**config.mk**
```make
export PLATFORM = sky130hd
export DESIGN_NAME = cv32e40p_wb_arbiter
export DESIGN_NICKNAME = d
export VERILOG_FILES = /design/src/rtl/cv32e40p_wb_pkg.sv /design/src/rtl/cv32e40p_wb_match.sv /design/src/rtl/cv32e40p_wb_arbiter.sv
export SDC_FILE = /design/constraint.sdc
export NUM_CORES = 1
export LEC_CHECK = 0
export ABC_AREA = 1
export CELL_PAD_IN_SITES_DETAIL_PLACEMENT = 1
export CELL_PAD_IN_SITES_GLOBAL_PLACEMENT = 2
export CORE_UTILIZATION = 26
export DETAILED_ROUTE_END_ITERATION = 6
export GPL_TIMING_DRIVEN = 0
export PLACE_DENSITY = 0.89
export SKIP_LAST_GASP = 1
export SLEW_MARGIN = 20
export SYNTH_ARGS = -nofsm -noshare
export SYNTH_HDL_FRONTEND = slang
export SYNTH_SLANG_ARGS = --single-unit
```
**constraint.sdc**
```tcl
create_clock -name clk -period 2.4 [get_ports clk]
set_clock_uncertainty 0.1 [all_clocks]
set_input_delay 0.48 -clock clk [delete_from_list [all_inputs] [get_ports clk]]
set_output_delay 0.48 -clock clk [all_outputs]
set_load 0.005 [all_outputs]
```
**src/rtl/cv32e40p_wb_pkg.sv**
```systemverilog
// cv32e40p_wb_pkg
// Shared types and constants for the write-back arbiter slice.
//   wb_entry_t : one buffered EX write (live bit, destination, data)
//   REG_X0     : architectural zero register index
package cv32e40p_wb_pkg;

    typedef struct packed {
        logic        live;
        logic [4:0]  addr;
        logic [31:0] data;
    } wb_entry_t;

    localparam logic [4:0] REG_X0 = 5'd0;

endpackage

```
**src/rtl/cv32e40p_wb_match.sv**
```systemverilog
// cv32e40p_wb_match
// Finds the youngest pending write to one register-file read address.
// Ports:
//   entries_i  : buffered EX writes ordered by age, index 0 = oldest
//   out_we_i / out_addr_i / out_data_i : write-port output register
//   raddr_i    : read address to look up (x0 never matches)
//   hit_o      : a pending write targets raddr_i
//   data_o     : data of the youngest such write (0 when no hit)
module cv32e40p_wb_match
    import cv32e40p_wb_pkg::*;
#(
    parameter int unsigned DEPTH = 2
) (
    input  wb_entry_t [DEPTH-1:0] entries_i,
    input  logic                  out_we_i,
    input  logic [4:0]            out_addr_i,
    input  logic [31:0]           out_data_i,
    input  logic [4:0]            raddr_i,
    output logic                  hit_o,
    output logic [31:0]           data_o
);

    // Oldest source first; each later hit overrides, so the youngest wins.
    always_comb begin
        hit_o  = 1'b0;
        data_o = '0;
        if (raddr_i != REG_X0) begin
            if (out_we_i && (out_addr_i == raddr_i)) begin
                hit_o  = 1'b1;
                data_o = out_data_i;
            end
            for (int unsigned k = 0; k < DEPTH; k++) begin
                if (entries_i[k].live && (entries_i[k].addr == raddr_i)) begin
                    hit_o  = 1'b1;
                    data_o = entries_i[k].data;
                end
            end
        end
    end

endmodule

```
**src/rtl/cv32e40p_wb_arbiter.sv**
```systemverilog
// cv32e40p_wb_arbiter
// Merges EX results and LSU load responses onto the single register-file
// write port. LSU always wins; losing EX results wait in a DEPTH-entry
// in-order FIFO. Reports RAW hazards on three read ports for writes the
// block holds but has not committed.
// Ports:
//   clk, rst_n                      : clock, async active-low reset
//   ex_valid_i/ex_ready_o           : EX handshake, ex_waddr_i/ex_wdata_i
//   lsu_valid_i/lsu_waddr_i/lsu_wdata_i : load response (no back-pressure)
//   we_a_o/waddr_a_o/wdata_a_o      : registered write port
//   raddr_{a,b,c}_i                 : decode read addresses
//   hazard_{a,b,c}_o                : operand must stall
//   fwd_valid_{a,b,c}_o / fwd_data_{a,b,c}_o : forwarding (CV32E40P_WB_FWD_EN)
// Build option: define CV32E40P_WB_FWD_EN to forward pending data instead
// of raising hazards; undefined, the fwd outputs are tied to 0.
module cv32e40p_wb_arbiter
    import cv32e40p_wb_pkg::*;
#(
    parameter int unsigned DEPTH = 2
) (
    input  logic        clk,
    input  logic        rst_n,
    input  logic        ex_valid_i,
    output logic        ex_ready_o,
    input  logic [4:0]  ex_waddr_i,
    input  logic [31:0] ex_wdata_i,
    input  logic        lsu_valid_i,
    input  logic [4:0]  lsu_waddr_i,
    input  logic [31:0] lsu_wdata_i,
    output logic        we_a_o,
    output logic [4:0]  waddr_a_o,
    output logic [31:0] wdata_a_o,
    input  logic [4:0]  raddr_a_i,
    input  logic [4:0]  raddr_b_i,
    input  logic [4:0]  raddr_c_i,
    output logic        hazard_a_o,
    output logic        hazard_b_o,
    output logic        hazard_c_o,
    output logic        fwd_valid_a_o,
    output logic        fwd_valid_b_o,
    output logic        fwd_valid_c_o,
    output logic [31:0] fwd_data_a_o,
    output logic [31:0] fwd_data_b_o,
    output logic [31:0] fwd_data_c_o
);

    localparam int unsigned PTR_W = (DEPTH > 1) ? $clog2(DEPTH) : 1;
    localparam int unsigned CNT_W = $clog2(DEPTH + 1);
    localparam logic [PTR_W-1:0] PTR_LAST = PTR_W'(DEPTH - 1);
    localparam logic [CNT_W-1:0] CNT_FULL = CNT_W'(DEPTH);

    wb_entry_t        fifo_q [DEPTH];
    logic [PTR_W-1:0] wr_ptr_q, rd_ptr_q;
    logic [CNT_W-1:0] count_q;
    logic             we_q;
    logic [4:0]       waddr_q;
    logic [31:0]      wdata_q;

    logic        ex_live, kill, push, pop, issue, issue_we;
    logic [4:0]  issue_addr;
    logic [31:0] issue_data;
    wb_entry_t   push_entry, head;

    assign ex_ready_o = (count_q != CNT_FULL);
    assign ex_live    = ex_valid_i && ex_ready_o && (ex_waddr_i != REG_X0);
    assign kill       = lsu_valid_i && (lsu_waddr_i != REG_X0);
    assign head       = fifo_q[rd_ptr_q];

    always_comb begin
        push_entry.live = !(kill && (ex_waddr_i == lsu_waddr_i));
        push_entry.addr = ex_waddr_i;
        push_entry.data = ex_wdata_i;
    end

    always_comb begin
        push       = 1'b0;
        pop        = 1'b0;
        issue      = 1'b0;
        issue_we   = 1'b0;
        issue_addr = '0;
        issue_data = '0;
        if (lsu_valid_i) begin
            push       = ex_live;
            issue      = 1'b1;
            issue_we   = (lsu_waddr_i != REG_X0);
            issue_addr = lsu_waddr_i;
            issue_data = lsu_wdata_i;
        end else if (count_q != '0) begin
            push       = ex_live;
            pop        = 1'b1;
            issue      = 1'b1;
            issue_we   = head.live;
            issue_addr = head.addr;
            issue_data = head.data;
        end else if (ex_live) begin
            issue      = 1'b1;
            issue_we   = 1'b1;
            issue_addr = ex_waddr_i;
            issue_data = ex_wdata_i;
        end
    end

    // Popped slots have their live bit cleared so that "live" alone marks a
    // pending buffered write; the hazard search then needs no occupancy mask.
    // Push never targets the popped slot: that would need a full FIFO, which
    // blocks EX acceptance.
    always_ff @(posedge clk or negedge rst_n) begin
        if (!rst_n) begin
            for (int unsigned i = 0; i < DEPTH; i++) begin
                fifo_q[i] <= '0;
            end
            wr_ptr_q <= '0;
            rd_ptr_q <= '0;
            count_q  <= '0;
        end else begin
            if (pop) begin
                fifo_q[rd_ptr_q].live <= 1'b0;
                rd_ptr_q <= (rd_ptr_q == PTR_LAST) ? '0 : rd_ptr_q + PTR_W'(1);
            end
            if (kill) begin
                for (int unsigned i = 0; i < DEPTH; i++) begin
                    if (fifo_q[i].addr == lsu_waddr_i) begin
                        fifo_q[i].live <= 1'b0;
                    end
                end
            end
            if (push) begin
                fifo_q[wr_ptr_q] <= push_entry;
                wr_ptr_q <= (wr_ptr_q == PTR_LAST) ? '0 : wr_ptr_q + PTR_W'(1);
            end
            if (push && !pop) begin
                count_q <= count_q + CNT_W'(1);
            end else if (pop && !push) begin
                count_q <= count_q - CNT_W'(1);
            end
        end
    end

    always_ff @(posedge clk or negedge rst_n) begin
        if (!rst_n) begin
            we_q    <= 1'b0;
            waddr_q <= '0;
            wdata_q <= '0;
        end else begin
            we_q <= issue_we;
            if (issue) begin
                waddr_q <= issue_addr;
                wdata_q <= issue_data;
            end
        end
    end

    assign we_a_o    = we_q;
    assign waddr_a_o = waddr_q;
    assign wdata_a_o = wdata_q;

    // Rotate the circular buffer into age order (index 0 = head/oldest).
    wb_entry_t [DEPTH-1:0] ordered;
    always_comb begin
        ordered = '0;
        for (int unsigned k = 0; k < DEPTH; k++) begin
            int unsigned idx;
            idx = k + 32'(rd_ptr_q);
            if (idx >= DEPTH) begin
                idx = idx - DEPTH;
            end
            ordered[k] = fifo_q[idx];
        end
    end

    logic [2:0][4:0]  raddr;
    logic [2:0]       hit;
    logic [2:0][31:0] hit_data;

    assign raddr[0] = raddr_a_i;
    assign raddr[1] = raddr_b_i;
    assign raddr[2] = raddr_c_i;

    for (genvar p = 0; p < 3; p++) begin : g_match
        cv32e40p_wb_match #(
            .DEPTH (DEPTH)
        ) u_match (
            .entries_i  (ordered),
            .out_we_i   (we_q),
            .out_addr_i (waddr_q),
            .out_data_i (wdata_q),
            .raddr_i    (raddr[p]),
            .hit_o      (hit[p]),
            .data_o     (hit_data[p])
        );
    end

`ifdef CV32E40P_WB_FWD_EN
    assign hazard_a_o    = 1'b0;
    assign hazard_b_o    = 1'b0;
    assign hazard_c_o    = 1'b0;
    assign fwd_valid_a_o = hit[0];
    assign fwd_valid_b_o = hit[1];
    assign fwd_valid_c_o = hit[2];
    assign fwd_data_a_o  = hit_data[0];
    assign fwd_data_b_o  = hit_data[1];
    assign fwd_data_c_o  = hit_data[2];
`else
    logic unused_fwd_data;
    assign unused_fwd_data = ^hit_data;
    assign hazard_a_o    = hit[0];
    assign hazard_b_o    = hit[1];
    assign hazard_c_o    = hit[2];
    assign fwd_valid_a_o = 1'b0;
    assign fwd_valid_b_o = 1'b0;
    assign fwd_valid_c_o = 1'b0;
    assign fwd_data_a_o  = '0;
    assign fwd_data_b_o  = '0;
    assign fwd_data_c_o  = '0;
`endif

endmodule
```
# Yosys cells after proc, flatten, opt, wreduce, memory -nomap -nowiden
# Cells that the tools add are included.
[totals] regBits=118 inputBits=93 out_inout_bits=141 wordCells=125
[classes] addsub=7 magnitude_cmp=8 n_eq_ne=13 n_mux=54 bitwise=4 reduce_logical=27
[op_table] cell="$mux 38" n=11
[op_table] cell="$mux 32" n=5
[op_table] cell="$bwmux 76" n=2
[op_table] cell="$mux 76" n=2
[op_table] cell="$demux 38 s1" n=2
[op_table] cell="$ge 33x2->1 const B" n=2
[op_table] cell="$not 32->33" n=2
[op_table] cell="$eq 5x5->1" n=12
[op_table] cell="$mux 1" n=27
[op_table] cell="$reduce_bool 5->1" n=5
[op_table] cell="$logic_and 1x1->1" n=17
[op_table] cell="$mux 5" n=3
[op_table] cell="$ge 2x2->1 const B" n=3
[op_table] cell="$lt 2x1->1 const B" n=2
[op_table] cell="$mux 2" n=2
[op_table] cell="$not 1->2" n=2
[op_table] cell="$reduce_bool 2->1" n=2
[op_table] cell="$logic_not 1->1" n=3
[op_table] cell="$sub 1x2->3 const B" n=1
[op_table] cell="$sub 2x2->3 const B" n=1
[op_table] cell="$add 1x1->1 const B" n=2
[op_table] cell="$add 1x1->2 const A" n=1
[op_table] cell="$add 2x1->2 const B" n=1
[op_table] cell="$ge 1x2->1 const B" n=1
[op_table] cell="2 further kinds" n=2

# Logic depth before layout (Yosys ltp)
[logic_depth] depth_word=11 ltp_mapped=11 depth_no_buf=10

# By module
# Synthesis repeated with hierarchy kept, for this count alone.
[unflattened] hier_cells=1933 area_unflattened_um2=11657.4
[modules_own_cells] mod="cv32e40p_wb_arbiter" n_inst=1 cells_per_inst=1003 area_each_um2=7239.4 seq_area_each_um2=2952.8
[modules_own_cells] mod="cv32e40p_wb_match" n_inst=3 cells_per_inst=310 area_each_um2=1472.7 seq_area_each_um2=0.0

# Worst setup path before layout
# No wires, ideal clock.
[synth_path] path_type="register to output" from="register rd_ptr_q" to="output port hazard_b_o" t_arrival_ns=1.222 t_required_ns=1.820 slack_ns=0.598 stages_incl_launch_ff=9 path_buffers=1 cell_sequence="dfrtp_1 > buf_2 > o21ai_0 > nand2_1 > nor2_1 > nand3_1 > nand3_1 > nand2_1 > inv_1"
[synth_between] elab_chain_len=11 word_cells_on_any_way=22 classes_between="add/sub: 3; order compare: 2; eq/ne: 2; mux: 11; bitwise: 2; reduce/logical: 2"
[synth_lines] element="from (decl)" line="cv32e40p_wb_arbiter.sv:53" source="logic [PTR_W-1:0] wr_ptr_q, rd_ptr_q;"
[synth_lines] element="from (signal assigned)" line="cv32e40p_wb_arbiter.sv:118" source="rd_ptr_q <= (rd_ptr_q == PTR_LAST) ? '0 : rd_ptr_q + PTR_W'(1);"
[synth_lines] element="$add 1x1->2, or another cell as far along" line="cv32e40p_wb_arbiter.sv:163" source="idx = k + 32'(rd_ptr_q);"
[synth_lines] element="$sub 2x2->3, or another cell as far along" line="cv32e40p_wb_arbiter.sv:165" source="idx = idx - DEPTH;"
[synth_lines] element="$mux 32 / $not 32->33 (equally long branches)" line="cv32e40p_wb_arbiter.sv:164, cv32e40p_wb_arbiter.sv:167"
[synth_lines] element="$not 32->33 (implied by the code) / $mux 38 (equally long branches)" line="cv32e40p_wb_arbiter.sv:167" source="ordered[k] = fifo_q[idx];"
[synth_lines] element="$mux 38 (implied by the code) (2 in series)" line="cv32e40p_wb_arbiter.sv:167"
[synth_lines] element="$mux 38 (implied by the code) / $eq 5x5->1 (equally long branches)" line="cv32e40p_wb_arbiter.sv:167, cv32e40p_wb_match.sv:33"
[synth_lines] element="$eq 5x5->1 / $logic_and 1x1->1 (equally long branches)" line="cv32e40p_wb_match.sv:33" source="if (entries_i[k].live && (entries_i[k].addr == raddr_i)) begin"
[synth_lines] element="$logic_and 1x1->1 / $mux 1 (equally long branches)" line="cv32e40p_wb_match.sv:33"
[synth_lines] element="$mux 1 *" line="cv32e40p_wb_match.sv:33"
[synth_lines] element="$mux 1 *" line="cv32e40p_wb_match.sv:27" source="if (raddr_i != REG_X0) begin"
[synth_lines] element="to (decl)" line="cv32e40p_wb_arbiter.sv:37" source="output logic hazard_b_o,"
# Mark *: on every way between the ends. The rest lies on a longest branch, timed or not. The select of a mux whose other input is x is not followed.

# Worst setup path after layout
# Same ends and word-level chain as after synthesis.

==> flow_metrics.tcl <==
set metrics [dict create \
    drtIter0Drc 351 \
    std_cell_rows 61 \
    hold_path_depth 3 \
    leakagePower_nw 5.29 \
    finalWeightedCongestion 0.879 \
    grt_antenna_before_repair 0 \
    status "finished with violations" \
    crit_chain "clkinv_4 -> buf_12 -> buf_8 -> nand2_4 -> nand2_4 -> buf_6 -> nand2_1 -> nand2_1 -> nor2_1 -> nand3_1 -> nand3_1 -> nand2_1 -> inv_1 -> buf_2" \
    max_stage_delay_ps 420 \
    path_class "flip-flop to output port" \
    die-width_um 170 \
    swShare_pct 38.1 \
    numCtsBuffers 17 \
    cp-end-kind "output port" \
    cp-start-kind "flip-flop" \
    routed_wl_mm 26.5 \
    postSynth.asyncResetShare_pct 100 \
    violations "setup timing" \
    core-area_um2 27800 \
    synth-edff-count 0 \
    grt_pass1_wl_mm 41.0 \
    flow.area_growth_from_synthesis_pct 44.1 \
    required_ps 1820 \
    ys_ff_latch 118 \
    cts-root-buf "clkbuf_16" \
    finalHoldWorstSlack_ps 365 \
    hold_viol_final 0 \
    max_slew_margin_pct 55.1 \
    drv_cap 0 \
    clkTransAtPathRegs_ps 50 \
    ant_nets 0 \
    finalCritPeriodShare_pct 107 \
    grt_pass1_vias 7571 \
    antenna_cells 0 \
    dr_total_vias 7321 \
    globalRouteOverflowTotal 0 \
    cts_tree "built" \
    crit_slowest_cell "dfrtp_2" \
    ir_drop_mv 0.646 \
    crit_top_cell "nand2_1" \
    cp_max_fo 5 \
    intPower_mw 7.69 \
    port_buffers 128 \
    arrival_ps 1990 \
    switchingPower_mw 4.74 \
    period_needed_ps 2570 \
    drcViolationCount 0 \
    syn_area_per_cell_um2 7.51 \
    htree_levels 4 \
    final_nets 1336 \
    synth_cells 980 \
    post_drt_wl_per_cell_um 16.2 \
    grt_start_max_net_pins 74 \
    clock_path_buffers 2 \
    die_y_um 170 \
    ys.flop_type "dfrtp_1" \
    hold_class "input pin to flip-flop" \
    cts.sink_count 118 \
    viasPerCell 4.48 \
    layout_commonest_cell "nand2_1" \
    initial_core_util_pct 26.5 \
    rr_worst_depth 8 \
    dieArea_um2 29000 \
    power_frac_comb_pct 45.3 \
    p_per_area_nw_per_um2 1170 \
    clock_power_share_pct 24.7 \
    ys_types 33 \
    ys_seq_area_share_pct 40.1 \
    insertion_delay_ps 420 \
    max_freq_mhz 389 \
    finalWorstSetupSlack_ps -168 \
    io_pins 234 \
    final_cell_mix "238 x nand2_1, 124 x clkdlybuf4s50_1, 117 x dfrtp_1, 115 x buf_4, 106 x nand3_1" \
    p_total_mw 12.4 \
    drv_slew 0 \
    drt_first_pass_iters 5 \
    dp_hpwl_mm 19.3 \
    grt_usage_pct 18.5 \
    yosys_warnings 0 \
    power_frac_seq_pct 30.0 \
    worst_slew_pin_slew_ps 674 \
    drive_gt1_share_pct 20.2 \
    mappedNetlistArea_um2 7360 \
    rsz0062_at_grt "true" \
    setup_violations 3 \
]
==> critical path: cells and delay by family (launching register included) <==
kind	cells	cell delay (ps)
flip-flops	1	420
AND/OR/NAND/NOR	8	530
buffers and inverters	6	620
==> kinds of logic (layout without fill, tap and decap cells) <==
group                    after synthesis  count (layout)  share of synthesized area, %
buffers and inverters                230             407                          18.3
AND/OR/NAND/NOR                      446             446                          25.4
flip-flops                           118             118                          40.1
XOR/XNOR                              19              19                          2.26
other                                  1              99                        0.0509
adder cells (fa/ha/maj)                1               1                         0.170
AO/OA/AOI/OAI                        165             165                          13.7
==> metrics by stage <==
| stage | util [%] | cells | area (um2) | TNS [ps] | setup WS [ps] |
|---|---|---|---|---|---|
| after floorplan | - | 1078 | 7730 | 0 | 598 |
| after global placement | 34.1 | 1584 | 9480 | -492530 | -4130 |
| after detailed placement | 34.2 | 1585 | 9510 | -8930 | -483 |
| after CTS | 37.7 | 1631 | 10500 | -471 | -190 |
| after global routing | 38.2 | 1633 | 10600 | -767 | -270 |
| final | 38.2 | 1633 | 10600 | -443 | -168 |
==> layout make-up <==
type	count	area [um2]
tap	378	473
buffer	147	1070
timing repair buffer	145	1470
clock buffer	24	492
inverter	83	317
multi-input combinational	730	3620
clock inverter	8	215
sequential	118	2950
fill	3444	17200
==> routing by layer <==
| layer | vias up | part of all wire (%) | routed length [um] | global-route usage (%) |
|---|---|---|---|---|
| met2 | 196 | 51 | 13400 | 32.7 |
| met1 | 3581 | 43 | 11500 | 23.1 |
| met5 | - | 0 | 0 | 0 |
| met3 | 37 | 4.2 | 1120 | 2.77 |
| li1 | 3507 | - | - | - |
| met4 | 0 | 1.9 | 491 | 5.80 |
==> flip-flops by register name, indices dropped and copies added, names as in the netlist <==
register / count
rd_ptr_q: 1
wr_ptr_q: 1
we_a_o: 1
count_q: 2
wdata_a_o: 32
waddr_a_o: 5
fifo_q: 76
==> Yosys cell counts (5+ instances only) <==
| library cell | count | share of area [%] |
|---|---|---|
| inv_1 | 78 | 4.0 |
| nand4_1 | 5 | 0.42 |
| buf_4 | 106 | 11 |
| clkbuf_1 | 13 | 0.66 |
| nand3_1 | 110 | 7.5 |
| buf_6 | 9 | 1.4 |
| a21oi_1 | 6 | 0.41 |
| xnor2_1 | 12 | 1.4 |
| o22a_1 | 30 | 3.6 |
| o21ai_1 | 50 | 3.4 |
| o21ai_2 | 10 | 1.2 |
| buf_2 | 12 | 0.82 |
| dfrtp_1 | 118 | 40 |
| xor2_1 | 7 | 0.83 |
| inv_2 | 5 | 0.25 |
| o22ai_1 | 9 | 0.76 |
| nor3_1 | 6 | 0.41 |
| nand2_1 | 272 | 14 |
| nor2_1 | 45 | 2.3 |
| o21ai_0 | 53 | 3.6 |
==> power by group through the flow <==
stage	logic [mW]	clock network, mW	registers [mW]
after floorplan	3.00	0	3.50
after global placement	4.80	0	3.66
after detailed placement	4.93	0	3.68
after CTS	5.48	3.10	3.71
after global routing	6.26	3.19	3.84
final	5.63	3.07	3.72
==> final timing paths <==
check	start	slack (ps)	end
setup / recovery	rd_ptr_q	-170	hazard_b_o
hold / removal	lsu_waddr_i[4]	360	waddr_a_o[4]
setup reg to reg	rd_ptr_q	350	wdata_a_o[24]
hold reg to reg	fifo_q[15]	380	fifo_q[15]
max in group asynchronous	rst_n	960	rd_ptr_q
min in group asynchronous	rst_n	460	wdata_a_o[20]
==> timing repair <==
action,CTS,global route
pin swaps,25,24
hold buffers,1,0
setup buffers,12,2
cloned,1,0
hold endpoints to repair,45,0
gates resized for setup,63,29
endpoints found under the setup margin,3,3
(Power assumes the default switching activity.)
